File: config.mk
export PLATFORM = sky130hd
export DESIGN_NAME = cpu_run_ctrl_flat
export DESIGN_NICKNAME = d
export VERILOG_FILES = /design/src/rtl/cpu_run_ctrl_if.sv /design/src/rtl/cpu_run_ctrl.sv /design/src/flat_wrapper.sv
export SDC_FILE = /design/constraint.sdc
export NUM_CORES = 1
export LEC_CHECK = 0
export ABC_AREA = 1
export BUFFER_PORTS_ARGS = -buffer_cell sky130_fd_sc_hd__buf_2
export CAP_MARGIN = 20
export CORE_MARGIN = 3
export CORE_UTILIZATION = 55
export DETAILED_ROUTE_END_ITERATION = 8
export PLACE_DENSITY = 0.84
export RECOVER_POWER = 25
export SLEW_MARGIN = 10
export SYNTH_ARGS = -nofsm -noshare
export SYNTH_HDL_FRONTEND = slang
export SYNTH_SLANG_ARGS = --single-unit
File: constraint.sdc
create_clock -name clk -period 3.87 [get_ports clk]
set_clock_uncertainty 0.05 [all_clocks]
set_input_delay 0.5805 -clock clk [delete_from_list [all_inputs] [get_ports clk]]
set_output_delay 0.5805 -clock clk [all_outputs]
set_load 0.03 [all_outputs]
File: src/rtl/cpu_run_ctrl_if.sv
// ---------------------------------------------------------------------------
// cpu_run_ctrl_if
//   Bundles the signals between the run controller and the surrounding
//   system (user controls, datapath status, datapath control).
//
//   Parameter
//     CNT_W      width of instr_cnt; must match the controller's CNT_W.
//
//   Signals
//     start      level; 1 = execution permitted, 0 = return to idle
//     enable     level; 1 = continuous run, 0 = single-step mode
//     button     raw, asynchronous, bouncing step push-button
//     halt       datapath has retired a halt instruction
//     pc         current datapath PC (breakpoint compare)
//     bp_addr    breakpoint address
//     bp_valid   breakpoint armed by the user
//     cpu_en     clock enable for the datapath pipeline registers
//     cpu_clear  one-cycle synchronous clear pulse to the datapath
//     state      current controller state encoding
//     instr_cnt  number of cycles in which cpu_en was 1
//     bp_hit     sticky breakpoint-hit flag
//
//   There is no valid/ready handshake on this bundle: every input is a
//   level sampled on each rising clock edge, and every output is a Moore
//   output that is stable for the whole cycle.
//
//   Modports
//     master  the system side: drives controls, observes controller outputs
//     slave   the run controller itself
// ---------------------------------------------------------------------------
interface cpu_run_ctrl_if #(
  parameter int CNT_W = 16
) ();

  logic             start;
  logic             enable;
  logic             button;
  logic             halt;
  logic [7:0]       pc;
  logic [7:0]       bp_addr;
  logic             bp_valid;
  logic             cpu_en;
  logic             cpu_clear;
  logic [2:0]       state;
  logic [CNT_W-1:0] instr_cnt;
  logic             bp_hit;

  modport master (
    output start,
    output enable,
    output button,
    output halt,
    output pc,
    output bp_addr,
    output bp_valid,
    input  cpu_en,
    input  cpu_clear,
    input  state,
    input  instr_cnt,
    input  bp_hit
  );

  modport slave (
    input  start,
    input  enable,
    input  button,
    input  halt,
    input  pc,
    input  bp_addr,
    input  bp_valid,
    output cpu_en,
    output cpu_clear,
    output state,
    output instr_cnt,
    output bp_hit
  );

endinterface

File: src/rtl/cpu_run_ctrl.sv
// ---------------------------------------------------------------------------
// cpu_run_ctrl
//   Run/step controller for a small CPU datapath. It gates the datapath with
//   a clock enable (cpu_en), issues a one-cycle clear when execution starts,
//   supports continuous run and single-step (debounced push-button) modes,
//   stops on a retired halt instruction, and counts executed cycles.
//
//   Optional feature (compile-time macro RUN_CTRL_BREAK_EN):
//     defined   - a PC breakpoint drops RUN into STEP and sets sticky bp_hit.
//                 The breakpoint disarms once taken and re-arms on any cycle
//                 where pc != bp_addr, so resuming from the breakpoint PC
//                 does not immediately re-trigger.
//     undefined - pc/bp_addr/bp_valid are ignored and bp_hit is tied to 0.
//
//   Parameters
//     DB_CYCLES  consecutive stable cycles needed to accept a new button level
//     CNT_W      width of instr_cnt
//
//   Ports
//     clk        single clock, rising edge
//     reset_cpu  asynchronous active-low reset
//     bus        cpu_run_ctrl_if.slave (see the interface file for signals)
//
//   State encoding (visible on bus.state):
//     IDLE=0 CLEAR=1 RUN=2 STEP=3 PULSE=4 HALT=5
// ---------------------------------------------------------------------------
module cpu_run_ctrl #(
  parameter int DB_CYCLES = 16,
  parameter int CNT_W     = 16
) (
  input  logic           clk,
  input  logic           reset_cpu,
  cpu_run_ctrl_if.slave  bus
);

  typedef enum logic [2:0] {
    S_IDLE  = 3'd0,
    S_CLEAR = 3'd1,
    S_RUN   = 3'd2,
    S_STEP  = 3'd3,
    S_PULSE = 3'd4,
    S_HALT  = 3'd5
  } state_e;

  // The debounce counter only needs to reach DB_CYCLES-1: the flip happens
  // on the DB_CYCLES-th consecutive differing sample.
  localparam int              DB_W    = (DB_CYCLES > 1) ? $clog2(DB_CYCLES) : 1;
  localparam logic [DB_W-1:0] DB_LAST = DB_W'(DB_CYCLES - 1);

  state_e           state_q;
  state_e           state_d;

  logic             sync1_q;
  logic             sync2_q;
  logic [DB_W-1:0]  db_cnt_q;
  logic             btn_db_q;
  logic             btn_db_d1_q;
  logic             btn_rise;

  logic [CNT_W-1:0] cnt_q;
  logic             enter_clear;
  logic             run_like;
  logic             bp_take;
  logic             bp_hit_w;

  // -------------------------------------------------------------------------
  // Button path: 2-flop synchronizer, then a debouncer that accepts a new
  // level only after it has been seen for DB_CYCLES consecutive cycles.
  // -------------------------------------------------------------------------
  always_ff @(posedge clk or negedge reset_cpu) begin
    if (!reset_cpu) begin
      sync1_q     <= 1'b0;
      sync2_q     <= 1'b0;
      db_cnt_q    <= '0;
      btn_db_q    <= 1'b0;
      btn_db_d1_q <= 1'b0;
    end else begin
      sync1_q     <= bus.button;
      sync2_q     <= sync1_q;
      btn_db_d1_q <= btn_db_q;
      if (sync2_q != btn_db_q) begin
        if (db_cnt_q == DB_LAST) begin
          btn_db_q <= sync2_q;
          db_cnt_q <= '0;
        end else begin
          db_cnt_q <= db_cnt_q + DB_W'(1);
        end
      end else begin
        // Any reversion to the accepted level restarts the qualification.
        db_cnt_q <= '0;
      end
    end
  end

  // Single-cycle pulse on each accepted press; a held button yields one.
  assign btn_rise = btn_db_q & ~btn_db_d1_q;

  // -------------------------------------------------------------------------
  // Optional breakpoint logic
  // -------------------------------------------------------------------------
`ifdef RUN_CTRL_BREAK_EN
  logic armed_q;
  logic bp_hit_q;
  logic pc_at_bp;

  assign pc_at_bp = (bus.pc == bus.bp_addr);

  // A breakpoint is only "taken" when it actually steers RUN into STEP,
  // i.e. neither start=0 nor halt=1 has precedence this cycle.
  assign bp_take = (state_q == S_RUN) && bus.start && !bus.halt &&
                   bus.bp_valid && pc_at_bp && armed_q;

  always_ff @(posedge clk or negedge reset_cpu) begin
    if (!reset_cpu) begin
      armed_q  <= 1'b1;
      bp_hit_q <= 1'b0;
    end else begin
      if (enter_clear) begin
        bp_hit_q <= 1'b0;
      end else if (bp_take) begin
        bp_hit_q <= 1'b1;
      end
      if (!pc_at_bp) begin
        armed_q <= 1'b1;
      end else if (bp_take) begin
        armed_q <= 1'b0;
      end
    end
  end

  assign bp_hit_w = bp_hit_q;
`else
  logic unused_bp;

  assign bp_take   = 1'b0;
  assign bp_hit_w  = 1'b0;
  assign unused_bp = ^{bus.pc, bus.bp_addr, bus.bp_valid};
`endif

  // -------------------------------------------------------------------------
  // Control FSM
  // -------------------------------------------------------------------------
  always_ff @(posedge clk or negedge reset_cpu) begin
    if (!reset_cpu) begin
      state_q <= S_IDLE;
    end else begin
      state_q <= state_d;
    end
  end

  always_comb begin
    state_d = state_q;
    if (state_q != S_IDLE && !bus.start) begin
      // Dropping start wins over every other transition.
      state_d = S_IDLE;
    end else begin
      unique case (state_q)
        S_IDLE: begin
          if (bus.start) state_d = S_CLEAR;
        end
        S_CLEAR: begin
          state_d = bus.enable ? S_RUN : S_STEP;
        end
        S_RUN: begin
          if (bus.halt)         state_d = S_HALT;
          else if (bp_take)     state_d = S_STEP;
          else if (!bus.enable) state_d = S_STEP;
        end
        S_STEP: begin
          // btn_rise is only consumed here; elsewhere it is simply dropped.
          if (bus.enable)    state_d = S_RUN;
          else if (btn_rise) state_d = S_PULSE;
        end
        S_PULSE: begin
          state_d = bus.halt ? S_HALT : S_STEP;
        end
        S_HALT: begin
          state_d = S_HALT;
        end
        default: begin
          state_d = S_IDLE;
        end
      endcase
    end
  end

  // CLEAR is only ever entered from IDLE; clearing on entry makes the
  // counter and sticky flag read zero while the clear pulse is visible.
  assign enter_clear = (state_q == S_IDLE) && bus.start;

  // Gating with reset_cpu makes cpu_en drop the moment reset is asserted,
  // independent of the state register's own reset timing.
  assign run_like = reset_cpu && ((state_q == S_RUN) || (state_q == S_PULSE));

  // -------------------------------------------------------------------------
  // Executed-cycle counter (wraps naturally at 2^CNT_W)
  // -------------------------------------------------------------------------
  always_ff @(posedge clk or negedge reset_cpu) begin
    if (!reset_cpu) begin
      cnt_q <= '0;
    end else if (enter_clear) begin
      cnt_q <= '0;
    end else if (run_like) begin
      cnt_q <= cnt_q + CNT_W'(1);
    end
  end

  // -------------------------------------------------------------------------
  // Moore outputs
  // -------------------------------------------------------------------------
  assign bus.cpu_en    = run_like;
  assign bus.cpu_clear = reset_cpu && (state_q == S_CLEAR);
  assign bus.state     = state_q;
  assign bus.instr_cnt = cnt_q;
  assign bus.bp_hit    = bp_hit_w;

endmodule
File: src/flat_wrapper.sv
// flat-port wrapper written by rule: the top's interface ports become plain ports
module cpu_run_ctrl_flat 
#(
  parameter int DB_CYCLES = 16,
  parameter int CNT_W     = 16
)
  (clk, reset_cpu, bus_start, bus_enable, bus_button, bus_halt, bus_pc, bus_bp_addr, bus_bp_valid, bus_cpu_en, bus_cpu_clear, bus_state, bus_instr_cnt, bus_bp_hit);
  cpu_run_ctrl_if #(.CNT_W(CNT_W)) bus_i ();
  input  logic clk;
  input  logic reset_cpu;
  input wire logic [$bits(bus_i.start)-1:0] bus_start;
  input wire logic [$bits(bus_i.enable)-1:0] bus_enable;
  input wire logic [$bits(bus_i.button)-1:0] bus_button;
  input wire logic [$bits(bus_i.halt)-1:0] bus_halt;
  input wire logic [$bits(bus_i.pc)-1:0] bus_pc;
  input wire logic [$bits(bus_i.bp_addr)-1:0] bus_bp_addr;
  input wire logic [$bits(bus_i.bp_valid)-1:0] bus_bp_valid;
  output wire logic [$bits(bus_i.cpu_en)-1:0] bus_cpu_en;
  output wire logic [$bits(bus_i.cpu_clear)-1:0] bus_cpu_clear;
  output wire logic [$bits(bus_i.state)-1:0] bus_state;
  output wire logic [$bits(bus_i.instr_cnt)-1:0] bus_instr_cnt;
  output wire logic [$bits(bus_i.bp_hit)-1:0] bus_bp_hit;
  assign bus_i.start = bus_start;
  assign bus_i.enable = bus_enable;
  assign bus_i.button = bus_button;
  assign bus_i.halt = bus_halt;
  assign bus_i.pc = bus_pc;
  assign bus_i.bp_addr = bus_bp_addr;
  assign bus_i.bp_valid = bus_bp_valid;
  assign bus_cpu_en = bus_i.cpu_en;
  assign bus_cpu_clear = bus_i.cpu_clear;
  assign bus_state = bus_i.state;
  assign bus_instr_cnt = bus_i.instr_cnt;
  assign bus_bp_hit = bus_i.bp_hit;
  cpu_run_ctrl #(.DB_CYCLES(DB_CYCLES), .CNT_W(CNT_W)) u_core (.clk(clk), .reset_cpu(reset_cpu), .bus(bus_i));
endmodule
==> results.cfg <==
[routing]
remaining_drc_errors = 0
first_pass_iters = 4
ant_nets = 0
avgRoutedWirePerCell_um = 11.9
drtIter0Drc = 124
wl_um = 3290
viasPerCell = 5.27
vias = 1460

[worst_setup_path]
cp_slowest_cell = dfrtp_1
r2r-start = u_core.bus.instr_cnt[0]$_DFFE_PN0P_
crit_path_frequent_cell = nand2_4
rrSetupSlack_ns = 2.28
required_ns = 3.24
cp_slowest_stage_delay_ns = 0.47
cp-start-kind = register
reg2regPathDepth = 8
path_cells = inv_2 -> nand2_1 -> nand2_4 -> nand2_4 -> nor2_4 -> buf_2
cp.depth = 6
critPathMaxFanout = 13
critPathTopFamily = simple AND/OR/NAND/NOR gates
regToRegEndpoint = u_core.bus.instr_cnt[12]$_DFFE_PN0P_
path_buf_inv = 2
cp_data_arrival_time_ns = 1.75
cp-end-kind = output port
crit_type = register to output port

[pwr]
leakage_nw = 0.932
power_density_nw_per_um2 = 478
swShare_pct = 46.7
switching_power_mw = 0.398
p_int_mw = 0.454
pwr-share-seq_pct = 40.8
clkPwrFrac_pct = 15.4
comb_power_share_pct = 43.8
vdd_drop_max_mv = 0.501

[outcome]
status = complete, but fails checks
violations = max-capacitance violations, max-slew violations

[floorplanning]
core_area_um2 = 2640
die_y_um = 60.0
start_util_pct = 61.0
rows = 18
die_area_um2 = 3610
io_pins = 45
die_x_um = 60.0

[timing]
rsz0062_at_grt = false
maxSlewHeadroom_pct = -4.19
hold_violations = 0
setup_viol = 0
tns_ns = 0
drv_slew = 29
fin_crit_ns = 2.38
fin_hold_ws_ns = 0.287
fmax_mhz = 421
tightest_slew_ns = 1.56
fin_crit_sh_pct = 61.4

[placement]
gp_routability_congestion = 0.892
port_buffers = 26
dp_hpwl_um = 2460
placed_cells = 273

[logic_synthesis]
synth.distinct_cells = 26
synth_compound_area_share_pct = 6.70
syn_area_um2 = 1610
muxShareOfSynthArea_pct = 0
synth_xor_area_share_pct = 2.18
synth-seq-cells = 27
yosys.area_share.simple_pct = 39.1
ys_seq_area_share_pct = 42.1
synth_top_family_by_area = simple AND/OR/NAND/NOR gates
synth_nets = 244
ys.warnings.count = 0
postSynthCellCount = 219
synthAdderAreaFrac_pct = 1.56
avgSynthCellArea_um2 = 7.34

[finish]
drive_above_1_share_pct = 20.2
area_growth_pct = 10.9
num_antenna_cells = 0
fin_util_pct = 67.6
stdcell_count = 277
nNetsFinal = 273

[cts]
cts.path.max_buffers = 2
hold_buffers = 0
htreeDepth = 1
clk_latency_ns = 0.33
clkTransAtPathRegs_ns = 0.15
cts_tree = yes
cts_resized = 0
cts_sinks = 27
cts-root-buf = clkbuf_4
numCtsBuffers = 3
post_cts_buffers = 0

[global_route]
antenna_found_initial = 0
grtUsageMet1_pct = 29.8
met2_usage_pct = 33.6
grt_max_degree = 29
grt_usage_pct = 21.7
grt_pass1_vias = 1367
grt_first_pass_wirelength_um = 5890
use_met3_pct = 4.10
grt.overflow.total = 0
grt_busiest_layer = met2

[worst_hold_path]
hp-start = bus_button
hold_class = primary input to register
min_to = u_core.sync1_q$_DFF_PN0_
worstHoldPathCells = 1

[job]
drv_cap = 1
worst max path at each step:
stage	start	to	slack (ns)
after floorplan	u_core.bus.state[0]$_DFFE_PN0P_	bus_cpu_clear	1.63
after global placement	u_core.bus.state[0]$_DFFE_PN0P_	bus_cpu_en	1.89
after detailed placement	u_core.bus.state[1]$_DFFE_PN0P_	bus_cpu_en	1.88
after CTS	u_core.bus.state[1]$_DFFE_PN0P_	bus_cpu_en	1.48
after global routing	reset_cpu	u_core.bus.instr_cnt[9]$_DFFE_PN0P_	1.28
final	u_core.bus.state[0]$_DFFE_PN0P_	bus_cpu_en	1.49
state kept, by name (all words and copies together), names as in the netlist:
register,flops
u_core.btn_db_d1_q,1
u_core.btn_db_q,1
u_core.bus.instr_cnt,16
u_core.bus.state,3
u_core.db_cnt_q,4
u_core.sync1_q,1
u_core.sync2_q,1
routing by layer:
metal / share of wire [%] / vias up
met2: 45 / 47
li1: - / 749
met3: 5.6 / 5
met5: 0 / -
met1: 48 / 659
met4: 1.3 / 0
cell usage in the layout (no fill, tap or decap), types with 2 or more instances in the layout:
master,instances
clkbuf_1,2
ha_1,2
xnor2_1,2
nor2_1,31
dfrtp_1,27
buf_2,25
xor2_1,2
nor3_1,2
a21oi_2,4
nand4_1,7
inv_1,23
nand2_4,4
a21oi_1,5
clkbuf_4,3
nand3_1,23
nand2_2,4
o21ai_0,7
inv_2,5
nand2_1,60
layout make-up:
type | instances | area [um2]
timing repair buffer | 27 | 133
clock buffer | 3 | 22.5
inverter | 28 | 105
fill | 247 | 853
tap | 30 | 37.5
clock inverter | 1 | 8.76
multi-input combinational | 161 | 800
sequential | 27 | 676
metrics by stage:
step | worst slack (ns) | power, mW | area (um2)
2_1_floorplan | 1.63 | 0.646 | 1610
3_3_place_gp | 1.89 | 0.722 | 1760
3_5_place_dp | 1.88 | 0.727 | 1760
4_1_cts | 1.48 | 0.862 | 1790
5_1_grt | 1.28 | 0.921 | 1780
6_report | 1.49 | 0.852 | 1780
power by group through the flow:
stage	sequential, mW	combinational, mW	clock, mW
after floorplan	0.389	0.256	0
after global placement	0.352	0.370	0
after detailed placement	0.353	0.374	0
after CTS	0.347	0.375	0.139
after global routing	0.354	0.415	0.152
final	0.347	0.373	0.131
synth_stat cells (all sizes together):
cell / count / area (um2)
nand3: 24 / 133
a21oi: 9 / 60.1
dfrtp: 27 / 676
or2: 1 / 6.26
inv: 28 / 105
xor2: 2 / 17.5
o211ai: 1 / 7.51
ha: 2 / 25.0
nor4: 1 / 6.26
o21ai: 8 / 40.0
xnor2: 2 / 17.5
nand2: 68 / 295
nor3: 2 / 10.0
nand4: 7 / 43.8
conb: 1 / 3.75
buf: 3 / 26.3
nor2: 33 / 134
kinds of logic after synthesis:
logic type / count (synthesis)
AO/OA/AOI/OAI: 18
XOR/XNOR: 4
adder cells (fa/ha/maj): 2
buffers and inverters: 31
flip-flops: 27
other: 1
AND/OR/NAND/NOR: 136
Power figures use the tool's default switching activity.
